$ cat src/rtl/c4_game_ctrl.sv
// ---------------------------------------------------------------------------
// c4_game_ctrl
// Game sequencer for the Connect-Four VGA display. Owns the board, the drop
// cursor and the turn bit rendered by the pixel stage. Button pulses move
// the cursor or drop a piece into the lowest free cell of the cursor column.
// After every placement the four line directions through the new piece are
// checked for a win. A full board without a win is a draw.
//
// Ports
//   clk        system/pixel clock
//   rst        asynchronous active-low reset
//   btn_left   one-cycle pulse, cursor one column left (saturating)
//   btn_right  one-cycle pulse, cursor one column right (saturating)
//   btn_drop   one-cycle pulse, drop a piece in the cursor column
//   new_game   one-cycle pulse, synchronous clear (highest priority)
//   panel      board cells [row][col]: 00 empty, 01 red, 10 green
//              row 0 = bottom, col 6 = leftmost
//   play       one-hot cursor, bit 6 = leftmost column, 0 in DONE
//   player     side to move: 0 red, 1 green
//   busy       high while a drop is being processed
//   game_over  high once the game has ended
//   winner     00 none, 01 red, 10 green, 11 draw
//   fsm_state  current controller state, for observation
//
// Input semantics: the buttons are single-cycle pulses with no handshake.
// A pulse is acted on only in the cycle where it is high and the controller
// is in IDLE. It is discarded otherwise, so nothing is ever queued.
// ---------------------------------------------------------------------------
module c4_game_ctrl #(
   parameter int WIN_LEN      = 4,
   parameter int START_COL    = 3,
   parameter bit FIRST_PLAYER = 1'b0
) (
   input  logic                 clk,
   input  logic                 rst,
   input  logic                 btn_left,
   input  logic                 btn_right,
   input  logic                 btn_drop,
   input  logic                 new_game,
   output logic [5:0][6:0][1:0] panel,
   output logic [6:0]           play,
   output logic                 player,
   output logic                 busy,
   output logic                 game_over,
   output logic [1:0]           winner,
   output logic [2:0]           fsm_state
);

   localparam logic [6:0] PLAY_START = 7'(1 << START_COL);

   typedef enum logic [2:0] {
      S_IDLE  = 3'd0,
      S_SCAN  = 3'd1,
      S_PLACE = 3'd2,
      S_CHECK = 3'd3,
      S_NEXT  = 3'd4,
      S_DONE  = 3'd5
   } state_t;

   state_t     state;
   state_t     state_next;

   logic [2:0] row;          // row under test / row being written
   logic [2:0] col;          // column latched at the drop
   logic [1:0] dir;          // line direction under test in CHECK
   logic [5:0] move_count;
   logic       win_flag;

   logic [2:0] cursor_col;
   logic [1:0] colour;
   logic       cell_empty;
   logic [2:0] run_len;
   logic       run_win;
   logic       pos_ok;
   logic       neg_ok;
   int         dr;
   int         dc;

   assign fsm_state  = state;
   assign colour     = player ? 2'b10 : 2'b01;
   assign cell_empty = (panel[row][col] == 2'b00);

   // True when (r, c) lies on the board and holds the given colour.
   // Off-board positions never match, which ends a run at the edge.
   function automatic logic cell_is(input logic [5:0][6:0][1:0] board,
                                    input int r, input int c,
                                    input logic [1:0] colour_in);
      logic hit;
      hit = 1'b0;
      if (r >= 0 && r <= 5 && c >= 0 && c <= 6)
         hit = (board[3'(r)][3'(c)] == colour_in);
      return hit;
   endfunction

   // Column index of the one-hot cursor.
   always_comb begin
      cursor_col = 3'd0;
      for (int i = 0; i < 7; i++)
         if (play[i]) cursor_col = 3'(i);
   end

   // Run length through the newly placed piece along direction dir:
   // 0 horizontal, 1 vertical, 2 up with rising column index,
   // 3 up with falling column index. Each side stops at the first mismatch.
   always_comb begin
      dr      = 0;
      dc      = 1;
      pos_ok  = 1'b1;
      neg_ok  = 1'b1;
      run_len = 3'd1;
      unique case (dir)
         2'd0:    begin dr = 0; dc = 1;  end
         2'd1:    begin dr = 1; dc = 0;  end
         2'd2:    begin dr = 1; dc = 1;  end
         default: begin dr = 1; dc = -1; end
      endcase
      for (int k = 1; k <= 3; k++) begin
         pos_ok = pos_ok && cell_is(panel, int'(row) + k * dr, int'(col) + k * dc, colour);
         neg_ok = neg_ok && cell_is(panel, int'(row) - k * dr, int'(col) - k * dc, colour);
         if (pos_ok) run_len = run_len + 3'd1;
         if (neg_ok) run_len = run_len + 3'd1;
      end
   end

   assign run_win = (int'(run_len) >= WIN_LEN);

   // State register
   always_ff @(posedge clk or negedge rst) begin
      if (!rst) state <= S_IDLE;
      else      state <= state_next;
   end

   // Next-state logic
   always_comb begin
      state_next = state;
      unique case (state)
         S_IDLE:  if (btn_drop) state_next = S_SCAN;
         S_SCAN: begin
            if (cell_empty)         state_next = S_PLACE;
            else if (row == 3'd5)   state_next = S_IDLE;   // column full
         end
         S_PLACE: state_next = S_CHECK;
         S_CHECK: if (dir == 2'd3) state_next = S_NEXT;
         S_NEXT: begin
            if (win_flag || move_count == 6'd42) state_next = S_DONE;
            else                                 state_next = S_IDLE;
         end
         S_DONE:  state_next = S_DONE;
         default: state_next = S_IDLE;
      endcase
      if (new_game) state_next = S_IDLE;
   end

   // Datapath and registered status outputs
   always_ff @(posedge clk or negedge rst) begin
      if (!rst) begin
         panel      <= '0;
         play       <= PLAY_START;
         player     <= FIRST_PLAYER;
         busy       <= 1'b0;
         game_over  <= 1'b0;
         winner     <= 2'b00;
         move_count <= 6'd0;
         row        <= 3'd0;
         col        <= 3'd0;
         dir        <= 2'd0;
         win_flag   <= 1'b0;
      end else begin
         // Status flags follow the state being entered so they are
         // registered and aligned with it.
         busy      <= (state_next == S_SCAN)  || (state_next == S_PLACE) ||
                      (state_next == S_CHECK) || (state_next == S_NEXT);
         game_over <= (state_next == S_DONE);
         if (new_game) begin
            panel      <= '0;
            play       <= PLAY_START;
            player     <= FIRST_PLAYER;
            winner     <= 2'b00;
            move_count <= 6'd0;
            row        <= 3'd0;
            col        <= 3'd0;
            dir        <= 2'd0;
            win_flag   <= 1'b0;
         end else begin
            unique case (state)
               S_IDLE: begin
                  if (btn_drop) begin
                     col <= cursor_col;
                     row <= 3'd0;
                  end else if (btn_left) begin
                     if (!play[6]) play <= play << 1;
                  end else if (btn_right) begin
                     if (!play[0]) play <= play >> 1;
                  end
               end
               S_SCAN: begin
                  if (!cell_empty && row != 3'd5) row <= row + 3'd1;
               end
               S_PLACE: begin
                  panel[row][col] <= colour;
                  move_count      <= move_count + 6'd1;
                  dir             <= 2'd0;
                  win_flag        <= 1'b0;
               end
               S_CHECK: begin
                  if (run_win) win_flag <= 1'b1;
                  dir <= dir + 2'd1;
               end
               S_NEXT: begin
                  if (win_flag) begin
                     winner <= colour;
                     play   <= 7'd0;
                  end else if (move_count == 6'd42) begin
                     winner <= 2'b11;
                     play   <= 7'd0;
                  end else begin
                     player <= ~player;
                  end
               end
               default: ;
            endcase
         end
      end
   end

endmodule

$ cat config.mk
export PLATFORM = sky130hd
export DESIGN_NAME = c4_game_ctrl
export DESIGN_NICKNAME = d
export VERILOG_FILES = /design/src/rtl/c4_game_ctrl.sv
export SDC_FILE = /design/constraint.sdc
export NUM_CORES = 1
export LEC_CHECK = 0
export ABC_CLOCK_PERIOD_IN_PS = 6950
export CAP_MARGIN = 20
export CORE_MARGIN = 4
export CORE_UTILIZATION = 55
export DETAILED_ROUTE_END_ITERATION = 6
export PLACE_DENSITY = 0.8
export SLEW_MARGIN = 25
export SYNTH_ARGS = -nofsm -noshare
export SYNTH_HDL_FRONTEND = slang
export SYNTH_SLANG_ARGS = --single-unit
$ cat constraint.sdc
create_clock -name clk -period 6.95 [get_ports clk]
set_input_delay 0.695 -clock clk [delete_from_list [all_inputs] [get_ports clk]]
set_output_delay 0.695 -clock clk [all_outputs]
set_load 0.02 [all_outputs]
==> impl_metrics.json <==
{
  "status": "complete, no violations",
  "root_buffer": "clkbuf_16",
  "r2r_setup_slack_ns": 0.67,
  "vias_per_cell": 7.06,
  "drt_iter0_drc": 1214,
  "synth_fa_ha_area_share_pct": 7.59,
  "rr_startpoint": "dir[0]",
  "slew_violations": 0,
  "power_density_nw_per_um2": 205,
  "critPathMaxFanout": 19,
  "crit_path_end_kind": "flop",
  "die_h_um": 153,
  "synth.most_common_cell": "nor2_1",
  "syn2layout_area_growth_pct": 15.0,
  "clk_latency_ns": 0.42,
  "hp-class": "primary input to async pin",
  "cp_num_buf_inv": 4,
  "ys_warn_count": 0,
  "met2_usage_pct": 56.3,
  "die_w_um": 153,
  "wirelength_mm": 44.6,
  "hold_buffers": 0,
  "cts_sinks": 114,
  "post-cts-setup-buffers": 0,
  "fin_crit_ns": 6.28,
  "yosys.area.top_type": "dfrtp_1",
  "cp.arrival_ns": 6.58,
  "path_common_cell": "inv_1",
  "met1_usage_pct": 51.6,
  "synth_top_area_share_pct": 24.4,
  "critPathRequiredTime_ns": 7.25,
  "synth_simple_gate_area_share_pct": 21.1,
  "ys_types": 85,
  "setup_viol_count_final": 0,
  "synthMuxAreaShare_pct": 20.7,
  "critPathLaunchType": "flop",
  "route.detailed.drc": 0,
  "grt_pass1_wl_mm": 68.4,
  "postRouteAntennaNets": 0,
  "synth-seq-cells": 114,
  "cp_top_family": "simple AND/OR/NAND/NOR gates",
  "synth_edf_count": 0,
  "irDropWorstVdd_mv": 0.206,
  "max_slew.worst_pin.slew_ns": 1.03,
  "grt_start_max_net_pins": 98,
  "hpwl_mm": 32.8,
  "async_reset_ff_share_pct": 100,
  "antennaDiodeCount": 0,
  "worst_r2r_endpoint": "win_flag",
  "initial_utilization_pct": 56.5,
  "placed_area_sq_um": 12700,
  "die_area_sq_um": 23400,
  "rsz0062_at_grt": "no",
  "antenna_found_initial": 0,
  "cp_cell_sequence": "inv_1 > ha_1 > inv_1 > ha_1 > nand2_1 > o22ai_1 > nor3_1 > or4_4 > or4_4 > a31oi_4 > nand2_2 > inv_1 > fa_1 > xnor2_1 > ha_1 > and2_1 > inv_1 > o21a_1 > a31oi_1 > a22o_1 > a21oi_1 > o21a_1",
  "synth_cells": 1363,
  "crit_slowest_cell": "ha_1",
  "grt_pass1_vias": 11400,
  "post_drt_wl_per_cell_um": 26.3,
  "layout.nets": 1487,
  "grt_busiest_layer": "met2",
  "netlist_area_sq_um": 11600,
  "relSlewSlack_pct": 30.6,
  "synthTopCellsByArea": "dfrtp_1, mux2i_1, mux4_2",
  "gp_congestion": 1.02,
  "clock.fmax_mhz": 159,
  "leakagePower_nw": 5.35,
  "synthXorXnorAreaFrac_pct": 1.50,
  "clk_pin_slew_worst_paths_ns": 0.06,
  "rr_worst_depth": 22,
  "seq_area_frac_synth_pct": 24.6,
  "cts_resized": 0,
  "postLayoutCellArea_sq_um": 13300,
  "slowest_delay_ns": 0.72,
  "synth_nets": 1435,
  "ys_top_cells_by_count": "nor2_1, nand2_1, a21oi_1, dfrtp_1, mux2i_1",
  "drive_above_1_share_pct": 9.59,
  "synth_top_family_by_area": "simple AND/OR/NAND/NOR gates",
  "cts_made_buffers": 17,
  "use_met3_pct": 8.43,
  "grt_usage_pct": 37.0,
  "ys.flop_type": "dfrtp_1",
  "cts_tree": "done",
  "clockBufferDepth": 2,
  "overflow": 0,
  "route.vias.total": 12000,
  "synth-compound-area-share_pct": 18.3,
  "h-tree-depth": 4,
  "hold_viol": 0,
  "syn_area_per_cell_sq_um": 8.50,
  "port-buffer-count": 104,
  "critPathKind": "flop to flop",
  "fin_setup_tns_ns": 0,
  "timing.final.crit_share_pct": 90.4,
  "cap_violations": 0,
  "fin_skew_ns": 0.0165,
  "firstDrtPassIters": 6,
  "rows": 52,
  "ioPinCount": 105,
  "fp.coreArea_sq_um": 20500
}
-- registers in the layout (all words and copies together), names as in the netlist --
signal	flops
panel	84
play	7
move_count	6
col	3
fsm_state	3
row	3
dir	2
winner	2
busy	1
game_over	1
player	1
win_flag	1
-- routing by layer --
metal	share of wire, %	up-vias	wire [um]
met5	0	-	0
met4	4.8	0	2160
met3	12	171	5570
met2	44	856	19700
met1	39	5748	17200
li1	-	5217	-
-- power breakdown --
part           leakage [nW]  internal [mW]  switching (mW)
Sequential             1.58          0.685          0.0337
Combinational          3.49          0.402           0.696
Clock                 0.287          0.568           0.341
Total                  5.35           1.66            1.07
-- cell usage in the layout, fill, tap and decap left out, types with 8 or more instances in the layout --
cell type          n
nor2_1           189
nand2_1          119
a21oi_1          115
dfrtp_1          111
mux2i_1          106
clkdlybuf4s50_1  102
nor3_1            65
nand3_1           62
ha_1              57
inv_1             40
mux4_2            36
buf_4             32
o21ai_0           29
a211oi_1          23
o22ai_1           21
clkbuf_16         17
a31oi_1           14
mux2_2            14
mux4_1            14
nand2b_1          13
nand4_1           13
a311oi_1          12
xnor2_1           11
a2111oi_0         10
nor2b_1           10
nor4_1            10
and3_1             8
-- final cells by class --
type	count	area, sq um
well taps	270	338
multi-input cells	1102	8050
clock inverters	14	179
inverters	45	169
flip-flops and latches	114	2860
clock buffers	18	429
repair buffers	135	1290
fillers	1734	7180
-- how the worst max path moves through the flow --
stage               startpoint        to  slack [ns]  depth (start not counted)
floorplan               dir[0]  win_flag        1.19                         26
global placement        dir[0]  win_flag        0.96                         22
detailed placement      dir[0]  win_flag        0.80                         22
CTS                     dir[0]  win_flag        0.77                         22
global route            dir[0]  win_flag        0.30                         22
finish                  dir[0]  win_flag        0.67                         22
-- logic make-up after synthesis --
group,after synthesis
buffers and inverters,147
multiplexers,170
AO/OA/AOI/OAI,317
XOR/XNOR,19
flip-flops,114
adder cells (fa/ha/maj),66
AND/OR/NAND/NOR,530
-- per-stage QoR --
stage	setup WS [ns]	cells	utilization, %	hold WS [ns]	total power [mW]
final	0.670	1698	65.0	0.323	2.73
after global placement	0.960	1665	61.8	0.513	1.79
after detailed placement	0.800	1665	61.8	0.530	1.80
after global routing	0.300	1698	65.0	0.357	2.84
after floorplan	1.19	1363	-	0.399	1.51
after CTS	0.771	1697	64.8	0.337	2.70
Power figures use the tool's default switching activity.
